<file path="config.mk">
export PLATFORM = sky130hd
export DESIGN_NAME = regfile_scoreboard
export DESIGN_NICKNAME = d
export VERILOG_FILES = /design/src/rtl/regfile_pkg.sv /design/src/rtl/regfile_read_port.sv /design/src/rtl/regfile_scoreboard.sv
export SDC_FILE = /design/constraint.sdc
export NUM_CORES = 2
export LEC_CHECK = 0
export CAP_MARGIN = 20
export CORE_ASPECT_RATIO = 0.5
export CORE_UTILIZATION = 29
export DETAILED_ROUTE_END_ITERATION = 8
export GPL_TIMING_DRIVEN = 0
export PLACE_DENSITY = 0.53
export SYNTH_ARGS = -nofsm -noshare
export SYNTH_HDL_FRONTEND = slang
export SYNTH_SLANG_ARGS = --single-unit
export TNS_END_PERCENT = 10
</file>
<file path="constraint.sdc">
create_clock -name CLK -period 3.1 [get_ports CLK]
set_clock_uncertainty 0.1 [all_clocks]
set_input_delay 0.465 -clock CLK [delete_from_list [all_inputs] [get_ports CLK]]
set_output_delay 0.465 -clock CLK [all_outputs]
set_load 0.01 [all_outputs]
</file>
<file path="src/rtl/regfile_pkg.sv">
// Shared definitions for the scoreboarded register file.
// Holds the default widths, the hardwired-zero register address and
// the register address/data typedefs used by the datapath and bench.
package regfile_pkg;

    localparam int DEFAULT_DATA_W = 32;
    localparam int DEFAULT_ADDR_W = 5;

    // Address of the register that reads as zero when ZERO_REG is enabled
    localparam int REG_ZERO = 0;

    typedef logic [DEFAULT_ADDR_W-1:0] reg_addr_t;
    typedef logic [DEFAULT_DATA_W-1:0] reg_data_t;

endpackage

</file>
<file path="src/rtl/regfile_read_port.sv">
// One registered read port of the register file.
// Selects the read value (hardwired zero, same-cycle write bypass, or
// stored value) and registers it together with the next-state busy bit
// of the addressed register so RdData and RdBusy stay aligned.
// Ports:
//   clk, reset   clock and synchronous active-high reset
//   addr         read address sampled on the rising edge
//   mem          current register contents (pre-write values)
//   busy_next    scoreboard next-state vector
//   reg_wre, write_reg, write_data   write port, used for bypass
//   rd_data      registered read data
//   rd_busy      registered busy flag of the addressed register
module regfile_read_port
    import regfile_pkg::*;
#(
    parameter int DATA_W   = DEFAULT_DATA_W,
    parameter int ADDR_W   = DEFAULT_ADDR_W,
    parameter int ZERO_REG = 1,
    parameter int BYPASS   = 1
) (
    input  logic                                clk,
    input  logic                                reset,
    input  logic [ADDR_W-1:0]                   addr,
    input  logic [(1<<ADDR_W)-1:0][DATA_W-1:0]  mem,
    input  logic [(1<<ADDR_W)-1:0]              busy_next,
    input  logic                                reg_wre,
    input  logic [ADDR_W-1:0]                   write_reg,
    input  logic [DATA_W-1:0]                   write_data,
    output logic [DATA_W-1:0]                   rd_data,
    output logic                                rd_busy
);

    logic [DATA_W-1:0] read_value;

    // The zero register wins over bypass so a write to r0 can never
    // leak through the forwarding path.
    always_comb begin
        read_value = mem[addr];
        if (ZERO_REG != 0 && addr == ADDR_W'(REG_ZERO)) begin
            read_value = '0;
        end else if (BYPASS != 0 && reg_wre && write_reg == addr) begin
            read_value = write_data;
        end
    end

    always_ff @(posedge clk) begin
        if (reset) begin
            rd_data <= '0;
            rd_busy <= 1'b0;
        end else begin
            rd_data <= read_value;
            rd_busy <= busy_next[addr];
        end
    end

endmodule

</file>
<file path="src/rtl/regfile_scoreboard.sv">
// Parametrised register file with a per-register busy scoreboard.
// NUM_RD registered read ports, one write port with optional bypass,
// optional hardwired zero register. A register goes busy when an
// instruction writing it is issued and clears on writeback, so the
// control path can stall on RAW hazards.
// Ports:
//   CLK, Reset          clock and synchronous active-high reset
//   RdAddr / RdData     packed read addresses / registered read data
//   RdBusy              registered busy flag per read port
//   RegWre, WriteReg, WriteData   writeback port
//   IssueEn, IssueReg   destination register being issued
//   AnyBusy             registered OR of all busy bits
module regfile_scoreboard
    import regfile_pkg::*;
#(
    parameter int DATA_W   = DEFAULT_DATA_W,
    parameter int ADDR_W   = DEFAULT_ADDR_W,
    parameter int NUM_RD   = 2,
    parameter int ZERO_REG = 1,
    parameter int BYPASS   = 1
) (
    input  logic                     CLK,
    input  logic                     Reset,
    input  logic [NUM_RD*ADDR_W-1:0] RdAddr,
    output logic [NUM_RD*DATA_W-1:0] RdData,
    output logic [NUM_RD-1:0]        RdBusy,
    input  logic                     RegWre,
    input  logic [ADDR_W-1:0]        WriteReg,
    input  logic [DATA_W-1:0]        WriteData,
    input  logic                     IssueEn,
    input  logic [ADDR_W-1:0]        IssueReg,
    output logic                     AnyBusy
);

    localparam int DEPTH = 1 << ADDR_W;

    logic [DEPTH-1:0][DATA_W-1:0] mem;
    logic [DEPTH-1:0]             busy;
    logic [DEPTH-1:0]             busy_next;
    logic                         write_ok;
    logic                         issue_ok;

    // Accesses to the hardwired zero register are dropped entirely.
    assign write_ok = RegWre  && !(ZERO_REG != 0 && WriteReg == ADDR_W'(REG_ZERO));
    assign issue_ok = IssueEn && !(ZERO_REG != 0 && IssueReg == ADDR_W'(REG_ZERO));

    always_ff @(posedge CLK) begin
        if (Reset) begin
            mem <= '0;
        end else if (write_ok) begin
            mem[WriteReg] <= WriteData;
        end
    end

    // Issue is applied after writeback so that a new producer issued in
    // the same cycle as the old one retires keeps the register busy.
    always_comb begin
        busy_next = busy;
        if (write_ok) begin
            busy_next[WriteReg] = 1'b0;
        end
        if (issue_ok) begin
            busy_next[IssueReg] = 1'b1;
        end
    end

    always_ff @(posedge CLK) begin
        if (Reset) begin
            busy    <= '0;
            AnyBusy <= 1'b0;
        end else begin
            busy    <= busy_next;
            AnyBusy <= |busy_next;
        end
    end

    for (genvar p = 0; p < NUM_RD; p++) begin : g_rd
        regfile_read_port #(
            .DATA_W  (DATA_W),
            .ADDR_W  (ADDR_W),
            .ZERO_REG(ZERO_REG),
            .BYPASS  (BYPASS)
        ) u_read_port (
            .clk       (CLK),
            .reset     (Reset),
            .addr      (RdAddr[p*ADDR_W +: ADDR_W]),
            .mem       (mem),
            .busy_next (busy_next),
            .reg_wre   (RegWre),
            .write_reg (WriteReg),
            .write_data(WriteData),
            .rd_data   (RdData[p*DATA_W +: DATA_W]),
            .rd_busy   (RdBusy[p])
        );
    end

endmodule
</file>
==> reports/metrics.csv <==
stage,metric,value,unit
outcome,outcome,"complete, but fails checks",
outcome,violations,negative setup slack,
setup_path,startpoint,WriteReg[4],
pwr,pwr-share-seq,0.440,
clock_network,cts_buffers,116,
setup_path,ff2ff_setup_slack,0.37,ns
setup_path,cp_num_buf_inv,2,
sta,worstMarginPinSlew,1.28,ns
synth,synth_area_leaders,"dfxtp_1 40%, mux4_2 17%, nand2_1 14%",
setup_path,path_max_fanout,10,
synth,synthSimpleGateAreaFrac,0.164,
clock_network,cts.sinks,1123,
die,rows,113,
pwr,clkPwrFrac,0.441,
die,ios,123,
clock_network,clk_pin_slew,0.06,ns
placed_design,portBuffers,81,
setup_path,slowest_delay,0.61,ns
setup_path,crit_slowest_cell,nor4b_4,
finish,fill_cells,19806,
global_routing,track_usage,0.293,
drt,vias,53712,
drt,first_iter_violations,7757,
drt,ant_nets,0,
die,start_util,0.293,
synth,synth_compound_area_frac,0.149,
clock_network,cts_max_level,3,
synth,ys_async_sr_fraction,0,
synth,synth_cells,6420,
sta,max_slew_margin,0.147,
die,design.core.area,191000,um^2
synth,synth.avg_cell_area,8.71,um^2
synth,synthAdderAreaFrac,0,
synth,ys_seq_elements,1123,
setup_path,cp_data_arrival_time,3.97,ns
setup_path,cp_data_required_time,3.63,ns
setup_path,cp-start-kind,input pin,
pwr,power_density,506,nW/um^2
sta,max_freq,291,MHz
pwr,switchingPower,9.72,mW
die,die_area,195000,um^2
drt,wl_per_cell,31.9,um
sta,finalCriticalPeriod,3.44,ns
setup_path,worstSetupEndpointType,flop,
synth,ys.flop_type,dfxtp_1,
pwr,combPwrFrac,0.119,
setup_path,path_cells,"clkdlybuf4s50_1, buf_2, nor4b_4, nand2_1, a22oi_1, a211oi_1, or4_1, o21ai_1, a221oi_1",
synth,yosysWarnings,0,
pwr,p_leak,21.0,nW
die,die_w,623,um
job,maxCapViolCount,0,
global_routing,grt_pass1_vias,48320,
synth,seq_area_frac_synth,0.402,
setup_path,r2r_end,g_rd[0].u_read_port.rd_data[31],
synth,synth-edff-count,0,
finish,syn2layout_area_growth,17.6,%
min_path,hold_class,in -> reg,
placed_design,dp_hpwl,234000,um
sta,tns,-7.53,ns
synth,synth_xor_area_frac,0.00157,
placed_design,dpl-instance-area,60400,um^2
synth,synth_area,55900,um^2
pwr,finalPower,33.3,mW
global_routing,grt_pass1_wl,397000,um
global_routing,antenna_found_initial,30,
setup_path,crit_end,g_rd[0].u_read_port.rd_busy,
global_routing,grt_start_max_net_pins,16,
drt,routed_wl,297000,um
finish,fin_area,65800,um^2
synth,yosys.area.top_type,dfxtp_1,
drt,viasPerCell,5.78,
sta,finalMaxSlewViolations,0,
pwr,p_int,23.6,mW
synth,muxShareOfSynthArea,0.234,
clock_network,cts.path.max_buffers,3,
clock_network,cts-root-buf,clkbuf_16,
sta,hold_viol_final,0,
pwr,p_sw_frac,0.292,
setup_path,path_class,in -> reg,
die,die_y,313,um
placed_design,globalplace.congestion,1.02,
sta,holdWs,0.0816,ns
sta,fin_crit_sh,1.11,
setup_path,rr_worst_depth,6,
clock_network,cts_tree,built,
clock_network,clock_latency,0.80,ns
sta,setup_ws,-0.338,ns
synth,syn_nets,6476,
sta,final-setup-viol-count,61,
synth,synth_top_family_by_area,multiplexers,
finish,drive_above_1_share,0.149,
drt,dr.pass1.iters,9,
drt,drc,0,
setup_path,crit_family,simple AND/OR/NAND/NOR gates,
global_routing,grt.overflow.total,0,
setup_path,r2r-start,mem[31],
pwr,vdd_ir_drop_max,0.000451,V
finish,nNetsFinal,6713,
sta,rsz0062_at_grt,yes,
setup_path,path_depth,9,
synth,synth_top_area_frac,0.402,
synth,synth_cell_types,63,
==> power by group through the flow <==
| stage | clock network (mW) | registers [mW] | logic, mW |
|---|---|---|---|
| floorplan | 0 | 15.0 | 1.73 |
| global placement | 0 | 15.0 | 3.48 |
| detailed placement | 0 | 15.0 | 3.54 |
| CTS | 14.6 | 14.7 | 3.70 |
| global route | 15.2 | 14.7 | 3.93 |
| finish | 14.7 | 14.7 | 3.96 |
==> cells in the final DEF (no fill, tap or decap), types with 17 or more instances in the layout <==
cell type,synthesis,routed
nand2_1,2054,2049
mux2i_2,0,17
buf_1,30,26
a221oi_4,0,53
buf_2,82,72
clkbuf_2,28,52
nor2b_1,41,41
buf_8,0,21
dfxtp_1,1123,1123
clkbuf_8,0,20
a21oi_1,1106,1093
a211oi_1,54,48
clkbuf_1,530,519
nor2_1,159,158
mux2_2,64,64
a22oi_1,91,86
o211ai_1,65,65
and2_1,25,25
mux4_2,431,431
clkdlybuf4s50_1,0,80
buf_4,6,19
mux2i_1,268,249
clkbuf_16,0,118
o21ai_0,93,76
clkinv_2,0,27
==> worst reg2reg max path, stage by stage, from the launching register on <==
cell	delay, ns
dfxtp_1	0.36
mux2i_1	0.10
a221oi_2	0.76
nor2_1	0.10
o21ai_0	0.58
o211ai_1	0.19
a21oi_1	0.42
==> area by class of cell <==
cell class	instances	area [um^2]	area share
flip-flops and latches	1123	22500	0.342
diodes	12	30.0	0.000456
well taps	2530	3170	0.0481
repair buffers	121	1460	0.0222
plain buffers	676	2860	0.0435
clock inverters	47	452	0.00687
inverters	3	11.3	0.000171
clock buffers	168	3330	0.0506
multi-input cells	4616	32000	0.486
==> worst min path at each step <==
stage             startpoint   endpoint  cells after the start
3_5_place_dp        mem[241]   mem[241]                      2
3_3_place_gp        mem[246]   mem[246]                      2
5_1_grt        WriteData[22]  mem[1014]                      3
4_1_cts        WriteData[22]  mem[1014]                      3
2_1_floorplan       mem[611]   mem[611]                      2
6_report       WriteData[23]  mem[1015]                      3
==> cells by family (layout without fill, tap and decap cells) <==
family          count (synthesis)  in the layout
xor+xnor                       10             10
mux                           763            763
compound gates               1499           1499
other cells                     0             12
flops                        1123           1123
buf+inv                       681           1015
simple gates                 2344           2344
==> state kept, by name, indices dropped and copies added, names as in the netlist <==
name,count
mem,1024
g_rd.u_read_port.rd_data,64
busy,32
g_rd.u_read_port.rd_busy,2
AnyBusy,1
==> cell usage after synthesis, types with 41 or more instances <==
cell type and instances:
a21oi_1 1106, mux2i_1 268, nand2_1 2054, a221oi_1 65, nor2_1 159, dfxtp_1 1123, clkbuf_1 530, o21ai_0 93
o211ai_1 65, mux2_2 64, nor2b_1 41, buf_2 82, a22oi_1 91, a211oi_1 54, mux4_2 431
==> per-layer routing <==
layer,vias up,part of all wire,track usage
met5,-,0.0023,0.00717
met4,12,0.042,0.108
met3,582,0.15,0.146
met2,3406,0.40,0.405
met1,26767,0.40,0.387
li1,22945,-,-
==> timing repair <==
action | in CTS | in global routing
resized for setup | 219 | 62
setup endpoints to repair | 156 | 60
buffers inserted | 0 | 1
endpoints found under the hold margin | 7 | 0
hold buffers | 4 | 0
pin swaps | 3 | 7
==> per-stage QoR <==
stage / worst slack [ns] / utilization / instances
floorplan: 0.514 / - / 6420
global placement: -3.03 / 0.314 / 9031
detailed placement: -2.85 / 0.317 / 9060
CTS: -0.211 / 0.343 / 9277
global route: -0.213 / 0.345 / 9289
finish: -0.338 / 0.345 / 9296
(Power assumes the default switching activity.)
